File: src/rtl/mbinit_pkg.sv
// rtl/mbinit_pkg.sv - shared constants and types for the MBINIT sequencer slice
//
// Purpose: stage index constants, bus widths and the sequencer state enum
// shared by mbinit_sequencer and its sub-modules.
// Ports: none (package).
package mbinit_pkg;

  localparam int NUM_STAGES = 6;
  localparam int SB_MSG_W   = 4;

  localparam logic [2:0] STG_PARAM      = 3'd0;
  localparam logic [2:0] STG_CAL        = 3'd1;
  localparam logic [2:0] STG_REPAIRCLK  = 3'd2;
  localparam logic [2:0] STG_REPAIRVAL  = 3'd3;
  localparam logic [2:0] STG_REVERSALMB = 3'd4;
  localparam logic [2:0] STG_REPAIRMB   = 3'd5;
  localparam logic [2:0] STG_NONE       = 3'd7;

  typedef enum logic [1:0] {
    ST_IDLE  = 2'd0,
    ST_STAGE = 2'd1,
    ST_DONE  = 2'd2,
    ST_ERROR = 2'd3
  } seq_state_e;

endpackage

File: src/rtl/mbinit_timeout_counter.sv
// rtl/mbinit_timeout_counter.sv - saturating per-stage timeout counter
//
// Purpose: counts cycles while enabled, restarts from 0 on clear, and flags
// the last permitted cycle of a stage.
// Ports:
//   CLK, rst_n  clock, asynchronous active-low reset
//   clear       restart count at 0 (wins over enable)
//   enable      count this cycle
//   expire      high while enabled and count == TIMEOUT_CYCLES-1
module mbinit_timeout_counter #(
  parameter int TIMEOUT_CYCLES = 800000,
  parameter int TIMEOUT_W      = 20
) (
  input  logic CLK,
  input  logic rst_n,
  input  logic clear,
  input  logic enable,
  output logic expire
);

  localparam logic [TIMEOUT_W-1:0] LAST = TIMEOUT_W'(TIMEOUT_CYCLES - 1);

  logic [TIMEOUT_W-1:0] count;

  // Holds at LAST instead of wrapping, so expire stays asserted until the
  // sequencer leaves the stage.
  always_ff @(posedge CLK or negedge rst_n) begin
    if (!rst_n) begin
      count <= '0;
    end else if (clear) begin
      count <= '0;
    end else if (enable && (count != LAST)) begin
      count <= count + TIMEOUT_W'(1);
    end
  end

  assign expire = enable && (count == LAST);

endmodule

File: src/rtl/mbinit_sequencer.sv
// rtl/mbinit_sequencer.sv - MBINIT sub-state sequencer with shared sideband path
//
// Purpose: enables the six MBINIT stages one at a time in fixed order, shares
// the sideband TX/RX path with the active stage, enforces a per-stage timeout
// and reports done / train error to the LTSM.
// Ports:
//   CLK, rst_n          clock, asynchronous active-low reset
//   i_mbinit_start      level: run (1) / abort to IDLE (0)
//   i_stage_end         per-stage end flags
//   i_stage_error       per-stage train-error requests
//   i_stage_tx_msg      packed per-stage TX messages, stage k at [4k+3:4k]
//   i_stage_tx_valid    per-stage TX valids
//   i_rx_msg_valid      sideband RX valid
//   o_stage_en          one-hot stage enable
//   o_active_stage      enabled stage index, 7 when none
//   o_tx_msg/o_tx_stage/o_tx_valid  registered TX mux output
//   o_rx_msg_valid      RX valid routed to the active stage
//   o_mbinit_done       held high in DONE
//   o_train_error_req   held high in ERROR
module mbinit_sequencer
  import mbinit_pkg::*;
#(
  parameter int TIMEOUT_CYCLES = 800000,
  parameter int TIMEOUT_W      = 20
) (
  input  logic                           CLK,
  input  logic                           rst_n,
  input  logic                           i_mbinit_start,
  input  logic [NUM_STAGES-1:0]          i_stage_end,
  input  logic [NUM_STAGES-1:0]          i_stage_error,
  input  logic [NUM_STAGES*SB_MSG_W-1:0] i_stage_tx_msg,
  input  logic [NUM_STAGES-1:0]          i_stage_tx_valid,
  input  logic                           i_rx_msg_valid,
  output logic [NUM_STAGES-1:0]          o_stage_en,
  output logic [2:0]                     o_active_stage,
  output logic [SB_MSG_W-1:0]            o_tx_msg,
  output logic [2:0]                     o_tx_stage,
  output logic                           o_tx_valid,
  output logic [NUM_STAGES-1:0]          o_rx_msg_valid,
  output logic                           o_mbinit_done,
  output logic                           o_train_error_req
);

  seq_state_e state, state_nxt;
  logic [2:0] stage, stage_nxt;
  logic       timer_clear, timer_en, timer_expire;
  logic       tx_sel_valid;
  logic [SB_MSG_W-1:0] tx_sel_msg;

  mbinit_timeout_counter #(
    .TIMEOUT_CYCLES(TIMEOUT_CYCLES),
    .TIMEOUT_W     (TIMEOUT_W)
  ) u_timeout (
    .CLK   (CLK),
    .rst_n (rst_n),
    .clear (timer_clear),
    .enable(timer_en),
    .expire(timer_expire)
  );

  always_ff @(posedge CLK or negedge rst_n) begin
    if (!rst_n) begin
      state <= ST_IDLE;
      stage <= STG_PARAM;
    end else begin
      state <= state_nxt;
      stage <= stage_nxt;
    end
  end

  always_comb begin
    state_nxt         = state;
    stage_nxt         = stage;
    o_stage_en        = '0;
    o_active_stage    = STG_NONE;
    o_mbinit_done     = 1'b0;
    o_train_error_req = 1'b0;

    case (state)
      ST_IDLE: begin
        if (i_mbinit_start) begin
          state_nxt = ST_STAGE;
          stage_nxt = STG_PARAM;
        end
      end
      ST_STAGE: begin
        o_stage_en     = NUM_STAGES'(1) << stage;
        o_active_stage = stage;
        // Priority: abort > error > end > timeout; only the active stage's
        // flags are looked at.
        if (!i_mbinit_start) begin
          state_nxt = ST_IDLE;
        end else if (i_stage_error[stage]) begin
          state_nxt = ST_ERROR;
        end else if (i_stage_end[stage]) begin
          if (stage == STG_REPAIRMB) begin
            state_nxt = ST_DONE;
          end else begin
            stage_nxt = stage + 3'd1;
          end
        end else if (timer_expire) begin
          state_nxt = ST_ERROR;
        end
      end
      ST_DONE: begin
        o_mbinit_done = 1'b1;
        if (!i_mbinit_start) state_nxt = ST_IDLE;
      end
      ST_ERROR: begin
        o_train_error_req = 1'b1;
        if (!i_mbinit_start) state_nxt = ST_IDLE;
      end
      default: state_nxt = ST_IDLE;
    endcase
  end

  // A stage-to-stage advance is a state change too, so the next stage
  // starts its timeout budget from zero.
  assign timer_clear = (state_nxt != state) || (stage_nxt != stage);
  assign timer_en    = (state == ST_STAGE);

  // TX mux samples the currently enabled stage; on a transition edge that is
  // the outgoing stage, so the incoming stage's message lags by one cycle.
  assign tx_sel_valid = (state == ST_STAGE) && i_stage_tx_valid[stage];
  assign tx_sel_msg   = i_stage_tx_msg[{stage, 2'b00} +: SB_MSG_W];

  always_ff @(posedge CLK or negedge rst_n) begin
    if (!rst_n) begin
      o_tx_msg   <= '0;
      o_tx_stage <= '0;
      o_tx_valid <= 1'b0;
    end else begin
      o_tx_valid <= tx_sel_valid;
      o_tx_msg   <= tx_sel_valid ? tx_sel_msg : '0;
      o_tx_stage <= tx_sel_valid ? stage : 3'd0;
    end
  end

  assign o_rx_msg_valid = ((state == ST_STAGE) && i_rx_msg_valid) ?
                          (NUM_STAGES'(1) << stage) : '0;

endmodule

File: config.mk
export PLATFORM = sky130hd
export DESIGN_NAME = mbinit_sequencer
export DESIGN_NICKNAME = d
export VERILOG_FILES = /design/src/rtl/mbinit_pkg.sv /design/src/rtl/mbinit_timeout_counter.sv /design/src/rtl/mbinit_sequencer.sv
export SDC_FILE = /design/constraint.sdc
export NUM_CORES = 1
export LEC_CHECK = 0
export CAP_MARGIN = 0
export CORE_AREA = 2 2 98 53
export DETAILED_ROUTE_END_ITERATION = 10
export DIE_AREA = 0 0 100 55
export GPL_ROUTABILITY_DRIVEN = 0
export PLACE_DENSITY_LB_ADDON = 0.15
export SYNTH_ARGS = -nofsm -noshare
export SYNTH_HDL_FRONTEND = slang
export SYNTH_HIERARCHICAL = 1
export SYNTH_SLANG_ARGS = --single-unit
export TNS_END_PERCENT = 5
File: constraint.sdc
create_clock -name CLK -period 5 [get_ports CLK]
set_clock_uncertainty 0.2 [all_clocks]
set_input_delay 1.25 -clock CLK [delete_from_list [all_inputs] [get_ports CLK]]
set_output_delay 1.25 -clock CLK [all_outputs]
set_load 0.005 [all_outputs]
==> flow_summary_export.csv <==
group,metric,value,unit
timing,min_period_over_period,78.85,%
synth,synth-seq-cells,33,
die,core_area,4684,sq um
die,die_x,100,microns
place,dpl.cell_count,366,
die,start_util,48.10,%
timing,fmaxAchievable,0.2537,GHz
synth,synth_top_area_share,36.65,%
cts,clk_path_buf_depth,2,
worst_setup_path,endpoint_kind,"primary output",
synth,synthTopCellsByArea,"dfrtp_1, nor2_1, mux4_2, mux2i_1, ha_1",
finish,area_delta_synth_final,36.92,%
synth,synth-edff-count,0,
routing,first_pass_iters,5,
timing,finalCriticalPeriod,3942,ps
worst_setup_path,path_cells,"clkdlybuf4s50_1 > and3_1 > clkdlybuf4s50_1",
die,ioPinCount,71,
cts,cts.sinks,33,
grt,grt_use_met3,5.653,%
timing,rsz0062_at_grt,"false",
finish,instances_no_fill,374,
cts,cts-resized-gates,0,
timing,worst_slew_pin_slew,897.8,ps
worst_setup_path,crit_fanout,6,
timing,slew_violations,0,
grt,top_usage_layer,"met1",
timing,hold_violations,0,
grt,grt_pass1_wl,9.625,mm
place,io_buffers,70,
synth,synth.most_common_cell,"nor2_1",
synth,synthArstFlopShare,100.0,%
finish,post-route-util,65.87,%
timing,slew_headroom,39.64,%
cts,holdBufCountCts,0,
worst_setup_path,cp_top_family,"buffers and inverters",
worst_setup_path,crit_top_cell,"clkdlybuf4s50_1",
routing,drc,0,
routing,routed_via_density,5.626,
synth,ys_warn_count,6,
grt,grtUsageMet2,33.78,%
grt,antenna_found_initial,0,
run,max_cap_viol_count,0,
pwr,p_per_area,358.7,nW/um^2
die,die_h,55,microns
routing,final_antenna_net_count,0,
cts,clk_pin_slew,70,ps
worst_setup_path,cp.required,3550,ps
finish,finalNetCount,365,
place,place_ws,1065,ps
synth,synthTopCellsByCount,"nor2_1, dfrtp_1, nand2_1",
timing,worst_slack,1058,ps
place,place_hpwl,4.608,mm
cts,postCtsSetupRepairBufs,0,
worst_setup_path,startpoint_type,"input port",
routing,routedWlPerCell,15.98,microns
outcome,status,"completed",
worst_setup_path,cp_num_buf_inv,2,
die,dieArea,5500,sq um
cts,cts_buffers,5,
synth,syn-num-nets,295,
synth,netlist_instances,243,
cts,root_buffer,"clkbuf_8",
timing,setup_viol,0,
synth,yosysUniqueCellTypes,49,
synth,seq_area_frac_synth,36.65,%
synth,yosys_most_used_dff,"dfrtp_1",
synth,synth.avg_cell_area,9.273,sq um
pwr,p_leak,1.259,nW
worst_setup_path,cp_slowest_cell,"clkdlybuf4s50_1",
synth,synthesis.area,2253,sq um
grt,grt_max_degree,34,
cts,cts_tree,"built",
routing,drt_iter0_markers,207,
cts,htree_levels,2,
synth,synth_area_leader_cell,"dfrtp_1",
routing,vias,2104,
finish,fill_cells,391,
cts,clock_latency,290,ps
die,rows,18,
finish,drive_gt1_share,10.51,%
routing,drt_wl_total,5.976,mm
grt,grt_use_total,23.22,%
grt,grt_pass1_vias,1866,
timing,whs,364.6,ps
finish,antenna_cells,0,
worst_setup_path,critPathKind,"input port to primary output",
worst_hold_path,hp-class,"flip-flop to flip-flop",
timing,finalSetupTns,0,ps
pwr,vdd_drop_max,0.1962,mV
grt,grt_use_met1,34.98,%
worst_setup_path,worstPathArrival,2490,ps
worst_setup_path,slowest_delay,540,ps
grt,grt-ovfl-total,0,
worst paths after layout:
| kind | start | end | slack (ps) | cells past startpoint |
|---|---|---|---|---|
| min | u_timeout/count[6] | u_timeout/count[6] | 360 | 2 |
| max in group asynchronous | rst_n | state[0] | 3130 | 2 |
| max reg2reg | u_timeout/count[9] | u_timeout/count[13] | 1580 | 8 |
| min reg2reg | u_timeout/count[6] | u_timeout/count[6] | 360 | 2 |
| min in group asynchronous | rst_n | u_timeout/count[12] | 1160 | 2 |
| max | i_rx_msg_valid | o_rx_msg_valid[1] | 1060 | 3 |
metrics by stage:
| stage | cell area, sq um | total power [W] |
|---|---|---|
| after global placement | 2984 | 0.0008716 |
| after detailed placement | 2984 | 0.0008843 |
| final | 3085 | 0.001107 |
| after global routing | 3085 | 0.001180 |
| after CTS | 3085 | 0.001112 |
| after floorplan | 2253 | 0.0006814 |
layer usage:
metal	routed length [microns]	up-vias	part of all wire, %
li1	-	993	-
met1	3060	1032	51
met2	2479	72	41
met3	384	7	6.4
met4	51	0	0.85
met5	0	-	0
cells in the final DEF (no fill, tap or decap), types with 2 or more instances in the layout:
cell,n
clkdlybuf4s50_1,70
nor2_1,41
dfrtp_1,33
nand2_1,17
inv_1,13
a21oi_1,11
and3_1,9
mux2i_1,8
o21ai_0,8
xnor2_1,8
nor3_1,7
clkbuf_8,7
mux4_2,6
ha_1,6
xor2_1,6
nand3_1,5
buf_4,5
nand4_1,5
and2_1,4
or3_1,4
nor4_1,4
or2_2,3
mux2_2,2
nand2b_1,2
mux2_4,2
o2111ai_1,2
nor3b_1,2
or4b_1,2
o31ai_1,2
logic make-up (layout without fill, tap and decap cells):
logic type,Yosys count,after routing,synth area share (%)
and+or+nand+nor,113,113,25.76
AOI/OAI and AO/OA,34,34,11.11
DFF,33,33,36.65
buffers and inverters,25,96,5.830
muxes,18,18,11.88
xor gates and xnor gates,14,14,5.442
adders and majority gates,6,6,3.331
sequential cells by signal, indices dropped and copies added, names as in the netlist:
signal,count
u_timeout/count,20
state,2
o_tx_stage,3
o_tx_msg,4
stage,3
o_tx_valid,1
layout make-up:
| class | count | area, sq um | area share, % |
|---|---|---|---|
| multi-input combinational | 185 | 1296 | 42.01 |
| tap | 60 | 75.07 | 2.433 |
| timing repair buffer | 75 | 738.2 | 23.93 |
| clock buffer | 7 | 96.34 | 3.122 |
| sequential | 33 | 825.8 | 26.76 |
| inverter | 13 | 48.80 | 1.582 |
| clock inverter | 1 | 5.005 | 0.1622 |
worst reg2reg max path: stages, from the launching register on:
cell      delay, ps
dfrtp_1         440
or4b_1          580
or3_1           570
nor3_1          290
nand3b_1        150
nor2_1           40
o22ai_1         620
nor2_1          120
mux2_4          290
report_power, final:
group | internal (W) | total, W | leakage [nW] | switching [W]
logic | 0.000271 | 0.000529 | 0.752 | 0.000258
clock network | 0.000124 | 0.000225 | 0.0542 | 0.000100
registers | 0.000302 | 0.000353 | 0.453 | 0.0000511
Power figures use the tool's default switching activity.
